==> config.mk <==
export PLATFORM = sky130hd
export DESIGN_NAME = combo_lock_core
export DESIGN_NICKNAME = d
export VERILOG_FILES = /design/src/rtl/lock_pkg.sv /design/src/rtl/lockout_timer.sv /design/src/rtl/combo_lock_core.sv
export SDC_FILE = /design/constraint.sdc
export NUM_CORES = 1
export LEC_CHECK = 0
export CORE_MARGIN = 2
export CORE_UTILIZATION = 55
export DETAILED_ROUTE_END_ITERATION = 6
export GPL_ROUTABILITY_DRIVEN = 0
export PLACE_DENSITY = 0.75
export SYNTH_ARGS = -nofsm -noshare
export SYNTH_HDL_FRONTEND = slang
export SYNTH_SLANG_ARGS = --single-unit
==> constraint.sdc <==
create_clock -name Clock -period 2.8 [get_ports Clock]
set_input_delay 0.28 -clock Clock [delete_from_list [all_inputs] [get_ports Clock]]
set_output_delay 0.28 -clock Clock [all_outputs]
set_load 0.02 [all_outputs]
==> src/rtl/lock_pkg.sv <==
// lock_pkg: shared state/selector encoding and width helpers for the combination lock
package lock_pkg;
  typedef enum logic [2:0] {
    S_LOCKED      = 3'd0,
    S_ENTRY       = 3'd1,
    S_OPEN        = 3'd2,
    S_CHG_NEW     = 3'd3,
    S_CHG_CONFIRM = 3'd4,
    S_LOCKOUT     = 3'd5
  } state_t;
  localparam int TRY_W = 4;
  function automatic int idx_w(input int code_len);
    return $clog2(code_len + 1);
  endfunction
endpackage

==> src/rtl/lockout_timer.sv <==
// lockout_timer: loadable down-counter that flags its final cycle with a one-cycle done
module lockout_timer #(
  parameter int CYCLES = 1024
) (
  input  logic clk,
  input  logic rst_n,
  input  logic load,
  output logic done
);
  localparam int W = $clog2(CYCLES);
  logic [W-1:0] cnt;
  logic run;
  // load starts a run of CYCLES cycles; the run ends in the cycle after cnt reaches zero
  always_ff @(posedge clk or negedge rst_n)
    if (!rst_n) begin
      cnt <= '0;
      run <= 1'b0;
    end else if (load) begin
      cnt <= W'(CYCLES - 1);
      run <= 1'b1;
    end else if (run) begin
      cnt <= cnt - W'(1);
      run <= cnt != '0;
    end
  assign done = run & (cnt == '0);
endmodule

==> src/rtl/combo_lock_core.sv <==
// combo_lock_core: N-digit combination lock with retry limit, timed lockout and verified code change; defining LOCK_DURESS_EN adds a reversed-code silent alarm
module combo_lock_core
  import lock_pkg::*;
#(
  parameter int CODE_LEN = 4,
  parameter int DIGIT_W = 4,
  parameter logic [CODE_LEN*DIGIT_W-1:0] DEFAULT_CODE = 16'h1234,
  parameter int MAX_TRIES = 3,
  parameter int LOCKOUT_CYCLES = 1024
) (
  input  logic                          Clock,
  input  logic                          Reset_n,
  input  logic                          Open_Close,
  input  logic                          Validate,
  input  logic                          Change,
  input  logic [DIGIT_W-1:0]            Number,
  output logic                          Unlocked,
  output logic                          Alarm,
  output logic                          Duress,
  output logic [$clog2(CODE_LEN+1)-1:0] Digit_Idx,
  output logic [TRY_W-1:0]              Tries_Left,
  output logic [2:0]                    Selector
);
  localparam int IW = idx_w(CODE_LEN);
  localparam int CW = CODE_LEN * DIGIT_W;
`ifdef LOCK_DURESS_EN
  localparam bit DURESS_EN = 1'b1;
`else
  localparam bit DURESS_EN = 1'b0;
`endif
  localparam logic [IW-1:0] LAST = IW'(CODE_LEN - 1);
  state_t state_q, state_n;
  logic [CW-1:0] code_q, code_n, shadow_q, shadow_n;
  logic [IW-1:0] idx_n;
  logic [TRY_W-1:0] tries_n;
  logic mm_q, mm_n, mr_q, mr_n, duress_n;
  logic oc, ch, va, last, fwd_bad, rev_bad, shd_bad, rev_ok, load, done;
  // digit 0 lives in the most significant bits
  function automatic logic [DIGIT_W-1:0] dig(input logic [CW-1:0] v, input logic [IW-1:0] i);
    return v[(CODE_LEN - 1 - int'(i)) * DIGIT_W +: DIGIT_W];
  endfunction
  lockout_timer #(.CYCLES(LOCKOUT_CYCLES)) u_timer (
    .clk  (Clock),
    .rst_n(Reset_n),
    .load (load),
    .done (done)
  );
  // next-state logic: resolve pulse priority, then step the lock state machine
  always_comb begin
    oc = Open_Close;
    ch = Change & ~Open_Close;
    va = Validate & ~Open_Close & ~Change;
    last = Digit_Idx == LAST;
    fwd_bad = Number != dig(code_q, Digit_Idx);
    rev_bad = Number != dig(code_q, LAST - Digit_Idx);
    shd_bad = Number != dig(shadow_q, Digit_Idx);
    state_n = state_q;
    code_n = code_q;
    shadow_n = shadow_q;
    idx_n = Digit_Idx;
    tries_n = Tries_Left;
    mm_n = mm_q;
    mr_n = mr_q;
    duress_n = Duress;
    load = 1'b0;
    rev_ok = 1'b0;
    case (state_q)
      S_LOCKED: if (va) begin
        state_n = S_ENTRY;
        idx_n = IW'(1);
        mm_n = fwd_bad;
        mr_n = rev_bad;
      end
      S_ENTRY: if (oc) begin
        state_n = S_LOCKED;
        idx_n = '0;
      end else if (va) begin
        idx_n = last ? '0 : Digit_Idx + IW'(1);
        mm_n = mm_q | fwd_bad;
        mr_n = mr_q | rev_bad;
        rev_ok = DURESS_EN & ~mr_n;
        if (last) begin
          if (!mm_n) begin
            state_n = S_OPEN;
            tries_n = TRY_W'(MAX_TRIES);
          end else if (rev_ok) begin
            state_n = S_OPEN;
            duress_n = 1'b1;
          end else if (Tries_Left == TRY_W'(1)) begin
            state_n = S_LOCKOUT;
            tries_n = '0;
            load = 1'b1;
          end else begin
            state_n = S_LOCKED;
            tries_n = Tries_Left - TRY_W'(1);
          end
        end
      end
      S_OPEN: state_n = oc ? S_LOCKED : ch ? S_CHG_NEW : S_OPEN;
      S_CHG_NEW, S_CHG_CONFIRM: if (oc) begin
        state_n = S_OPEN;
        idx_n = '0;
        shadow_n = '0;
      end else if (va) begin
        idx_n = last ? '0 : Digit_Idx + IW'(1);
        if (state_q == S_CHG_NEW) begin
          shadow_n[(CODE_LEN - 1 - int'(Digit_Idx)) * DIGIT_W +: DIGIT_W] = Number;
          mm_n = 1'b0;
          if (last) state_n = S_CHG_CONFIRM;
        end else begin
          mm_n = mm_q | shd_bad;
          if (last) begin
            state_n = S_OPEN;
            shadow_n = '0;
            if (!mm_n) code_n = shadow_q;
          end
        end
      end
      S_LOCKOUT: if (done) begin
        state_n = S_LOCKED;
        tries_n = TRY_W'(MAX_TRIES);
      end
      default: state_n = S_LOCKED;
    endcase
  end
  // state, code storage and registered outputs
  always_ff @(posedge Clock or negedge Reset_n)
    if (!Reset_n) begin
      state_q <= S_LOCKED;
      code_q <= DEFAULT_CODE;
      shadow_q <= '0;
      Digit_Idx <= '0;
      mm_q <= 1'b0;
      mr_q <= 1'b0;
      Tries_Left <= TRY_W'(MAX_TRIES);
      Unlocked <= 1'b0;
      Alarm <= 1'b0;
      Duress <= 1'b0;
    end else begin
      state_q <= state_n;
      code_q <= code_n;
      shadow_q <= shadow_n;
      Digit_Idx <= idx_n;
      mm_q <= mm_n;
      mr_q <= mr_n;
      Tries_Left <= tries_n;
      Unlocked <= state_n inside {S_OPEN, S_CHG_NEW, S_CHG_CONFIRM};
      Alarm <= state_n == S_LOCKOUT;
      Duress <= duress_n;
    end
  assign Selector = state_q;
endmodule

==> tab_implementation.tex <==
\begin{tabular}{lr}
\hline
Metric & Value \\
\hline
\multicolumn{2}{l}{\textbf{Setup path}} \\
\quad Number of buffer and inverter stages on the critical path & 2 \\
\quad Worst Setup End Kind & register \\
\quad Maximum net fanout on the critical path & 8 \\
\quad CP peak stage delay & 0.51 ns \\
\quad Worst-path cell with the longest stage delay & sky130\_fd\_sc\_hd\_\_dfrtp\_1 \\
\quad FF-to-FF End & shadow\_q[4]\$\_DFFE\_PN0P\_ \\
\quad Cell depth of the worst setup path & 8 \\
\quad Category of the most critical setup path & reg2reg \\
\quad Launch instance of the worst register-to-register path & Digit\_Idx[2]\$\_DFFE\_PN0P\_ \\
\quad Reg-to-reg setup timing slack & 0.14 ns \\
\quad Worst path cell trace & buf\_4 -> inv\_1 -> ha\_1 -> and2\_1 -> nor2\_1 -> o32ai\_1 -> o21ai\_0 -> a22o\_1 \\
\quad Gate family responsible for the most delay along the worst path & compound AO/OA/AOI/OAI gates \\
\quad Data arrival time of the critical path & 2.86 ns \\
\quad Category of the worst setup path launch point & register \\
\quad Required arrival time at the worst endpoint & 3.00 ns \\
\quad Reg2reg path depth & 8 \\
\multicolumn{2}{l}{\textbf{Detailed routing}} \\
\quad Vias after detailed routing & 2595 \\
\quad Number of vias per cell after detailed routing & 6.12 \\
\quad Detailed-router iteration count before antenna repair & 5 \\
\quad Count of antenna-violating nets left after detailed routing & 0 \\
\quad Post-Route WL & 7.23 mm \\
\quad Average wire per standard cell & 17.1 µm \\
\quad DRC violations left & 0 \\
\quad Drt initial violations & 237 \\
\multicolumn{2}{l}{\textbf{Logic synthesis}} \\
\quad Post-synthesis simple-gate area fraction & 17.5\% \\
\quad Number of flops mapped to enable cells by yosys & 0 \\
\quad Post-synthesis share of cell area spent on xor and xnor gates & 2.71\% \\
\quad Synthesized cell area & 3230 µm² \\
\quad FFs w/ async S/R, synth & 100\% \\
\quad Share of cell area taken by muxes after synthesis & 11.0\% \\
\quad Area share of the largest cell type after synthesis & 38.0\% \\
\quad Cell taking the most area after synthesis & sky130\_fd\_sc\_hd\_\_dfrtp\_1 \\
\quad Sequential area share after synthesis & 43.6\% \\
\quad Cells taking the most area after synthesis & sky130\_fd\_sc\_hd\_\_dfrtp\_1, sky130\_fd\_sc\_hd\_\_dfstp\_2, sky130\_fd\_sc\_hd\_\_mux2\_4, sky130\_fd\_sc\_hd\_\_a22o\_1, sky130\_fd\_sc\_hd\_\_nand2\_1 \\
\quad Main combinational cell family by area after synthesis & simple AND/OR/NAND/NOR gates \\
\quad Count of unique library cells instantiated by Yosys & 56 \\
\quad Synth Warn \# & 0 \\
\quad Number of synthesized register bits & 56 \\
\quad Compound-cell area share of the yosys netlist & 17.2\% \\
\quad Mapped Nets & 338 \\
\quad Predominant post-synthesis flop cell & sky130\_fd\_sc\_hd\_\_dfrtp\_1 \\
\quad Adder-cell area share of the yosys netlist & 3.49\% \\
\quad Instance count of the mapped netlist & 320 \\
\quad Mean Syn Cell Area & 10.1 µm² \\
\multicolumn{2}{l}{\textbf{STA}} \\
\quad Period utilization & 94.9\% \\
\quad Final hold violation count & 0 \\
\quad Fmax achieved & 376 MHz \\
\quad Final period demand of the worst path & 2.66 ns \\
\quad Setup violators final & 0 \\
\quad RSZ-0062 raised after global routing & no \\
\quad Slew @ Worst Pin & 0.697 ns \\
\quad Relative slew slack & 53.0\% \\
\quad Max-slew violations & 0 \\
\quad Clk\_skew & 0.00559 ns \\
\quad Setup\_tns & 0 ns \\
\multicolumn{2}{l}{\textbf{Finish}} \\
\quad Count of nets after finishing & 369 \\
\quad Most frequent cells in the layout & sky130\_fd\_sc\_hd\_\_dfrtp\_1, sky130\_fd\_sc\_hd\_\_nand2\_1, sky130\_fd\_sc\_hd\_\_nor2\_1 \\
\quad Syn-to-layout area delta & 13.9\% \\
\quad Ratio of cells with drive above 1 in the final layout & 17.9\% \\
\quad Most common cell after layout, fill and taps aside & sky130\_fd\_sc\_hd\_\_dfrtp\_1 \\
\quad Post-layout util & 66.0\% \\
\quad Count of antenna diodes in the layout & 0 \\
\multicolumn{2}{l}{\textbf{Clock tree}} \\
\quad Master cell of the clock root buffer & sky130\_fd\_sc\_hd\_\_clkbuf\_8 \\
\quad \# Post-CTS Setup Buffers & 0 \\
\quad Deepest level of the CTS H-tree & 2 \\
\quad Clock latency at the later pin of the worst-skew pair & 0.31 ns \\
\quad Number of gates resized after CTS & 0 \\
\quad CTS Buf Count & 5 \\
\quad Number of hold-repair buffers added at the cts stage & 1 \\
\quad Clock-pin slew of the registers on the worst-case setup and hold paths & 0.10 ns \\
\quad Clock Path Buffers & 2 \\
\quad Clock tree from TritonCTS & done \\
\quad Clk sink count & 56 \\
\multicolumn{2}{l}{\textbf{Floorplan}} \\
\quad Starting density of the core & 58.0\% \\
\quad Die height & 80.6 µm \\
\quad Die Width & 80.6 µm \\
\quad FP Rows & 27 \\
\quad Area enclosed by the die boundary & 6500 µm² \\
\quad Floorplan Core Area & 5570 µm² \\
\quad Ports placed on the boundary & 22 \\
\multicolumn{2}{l}{\textbf{Min path}} \\
\quad Hold crit path type & in2async \\
\multicolumn{2}{l}{\textbf{Global routing}} \\
\quad Via count of the first global-routing pass & 2455 \\
\quad Maximum number of pins on one net before global-route repair & 34 \\
\quad First-pass GRT wire length & 11.9 mm \\
\quad Number of antenna violations at the first check in global routing & 0 \\
\quad Leftover overflow at the end of global routing & 0 \\
\quad Overall fraction of global-route tracks in use & 23.9\% \\
\multicolumn{2}{l}{\textbf{Pwr}} \\
\quad Switching component of the power & 409 µW \\
\quad Pwr Density & 414 nW/µm² \\
\quad Relative contribution of sequential cells to total power & 55.0\% \\
\quad Post-layout power & 1520 µW \\
\quad Logic gate share of total power & 13.9\% \\
\quad Leakage power & 0.00165 µW \\
\quad Cell Int Power & 1110 µW \\
\quad Proportion of power drawn by the clock network & 31.1\% \\
\quad Switching power as a share of total power & 26.9\% \\
\quad Worst IR Drop VDD & 0.317 mV \\
\multicolumn{2}{l}{\textbf{Run}} \\
\quad Max-capacitance violation count & 0 \\
\multicolumn{2}{l}{\textbf{Outcome}} \\
\quad Result of the run & completed \\
\multicolumn{2}{l}{\textbf{Place}} \\
\quad Estimated wirelength of the detail-placed design & 5.43 mm \\
\quad Buffers on Ports & 20 \\
\hline
\end{tabular}
[worst max-delay path by stage]
stage	from	end	slack, ns
6_report	Digit_Idx[2]$_DFFE_PN0P_	shadow_q[4]$_DFFE_PN0P_	0.14
5_1_grt	Digit_Idx[0]$_DFFE_PN0P_	code_q[10]$_DFFE_PN0P_	0.07
4_1_cts	Digit_Idx[0]$_DFFE_PN0P_	code_q[11]$_DFFE_PN0P_	0.23
3_5_place_dp	Digit_Idx[0]$_DFFE_PN0P_	code_q[8]$_DFFE_PN0P_	0.24
3_3_place_gp	Number[1]	code_q[15]$_DFFE_PN0P_	0.28
2_1_floorplan	Digit_Idx[0]$_DFFE_PN0P_	code_q[10]$_DFFE_PN0P_	0.17
[cell usage after synthesis (all sizes together), types with 2 or more instances]
cell type / instances
nor2: 22
ha: 9
dfstp: 7
buf: 5
clkbuf: 10
o41ai: 2
nor2b: 3
a22oi: 3
nand2b: 9
nor4: 5
o211ai: 3
mux4: 2
nand2: 34
o22ai: 2
a21boi: 3
mux2i: 8
or2: 4
a21oi: 9
nand3: 8
mux2: 17
o22a: 2
nor3b: 2
a221oi: 4
or3b: 2
a22o: 16
nand3b: 2
o21ai: 14
xor2: 4
nor3: 11
dfrtp: 49
xnor2: 6
and4: 3
inv: 17
a211oi: 3
o32ai: 4
[layout make-up]
type	count	area (µm²)
fillers	438	1890
multi-input cells	232	1680
flip-flops and latches	56	1410
repair buffers	39	340
well taps	72	90.1
clock buffers	6	82.6
inverters	17	63.8
clock inverters	2	13.8
[flip-flops by register name, indices dropped and copies added (netlist names)]
signal,count
Unlocked,1
code_q,16
Digit_Idx,3
u_timer.run,1
u_timer.cnt,10
Alarm,1
shadow_q,16
mm_q,1
Selector,3
Tries_Left,4
[stage by stage]
stage | setup WS (ns) | hold slack (ns) | instance area, µm² | cells
floorplan | 0.171 | -0.0156 | 3230 | 320
global placement | 0.278 | 0.283 | 3570 | 415
detailed placement | 0.238 | 0.294 | 3570 | 415
CTS | 0.227 | 0.489 | 3680 | 424
global route | 0.0658 | 0.521 | 3680 | 424
finish | 0.143 | 0.472 | 3680 | 424
[worst register-to-register path: stages (launching register included)]
cell and delay [ns]:
sky130_fd_sc_hd__dfrtp_1 0.51, sky130_fd_sc_hd__buf_4 0.21, sky130_fd_sc_hd__inv_1 0.18, sky130_fd_sc_hd__ha_1 0.27, sky130_fd_sc_hd__and2_1 0.22, sky130_fd_sc_hd__nor2_1 0.10, sky130_fd_sc_hd__o32ai_1 0.28, sky130_fd_sc_hd__o21ai_0 0.43
sky130_fd_sc_hd__a22o_1 0.36
[power groups by stage]
| stage | Sequential (µW) | Combinational (µW) | Clock [µW] |
|---|---|---|---|
| after global routing | 839 | 232 | 515 |
| after detailed placement | 852 | 210 | 0 |
| after floorplan | 855 | 125 | 0 |
| final | 837 | 212 | 474 |
| after CTS | 837 | 212 | 484 |
| after global placement | 852 | 205 | 0 |
[cells by family (layout without fill, tap and decap cells)]
family / count (synthesis) / after routing
mux: 27 / 27
other cells: 1 / 1
buf+inv: 32 / 64
simple gates: 111 / 111
fa+ha+maj: 9 / 9
flops: 56 / 56
compound gates: 74 / 74
xor+xnor: 10 / 10
[layer usage]
metal / up-vias / wire length (µm) / global-route usage [%] / part of all wire (%)
met5: - / 0 / 0 / 0
met4: 0 / 111 / 7.29 / 1.5
met3: 14 / 314 / 3.82 / 4.3
met2: 80 / 3560 / 39.2 / 49
met1: 1280 / 3240 / 32.5 / 45
li1: 1221 / - / - / -
Note: power is estimated with default switching activity, not from simulation.
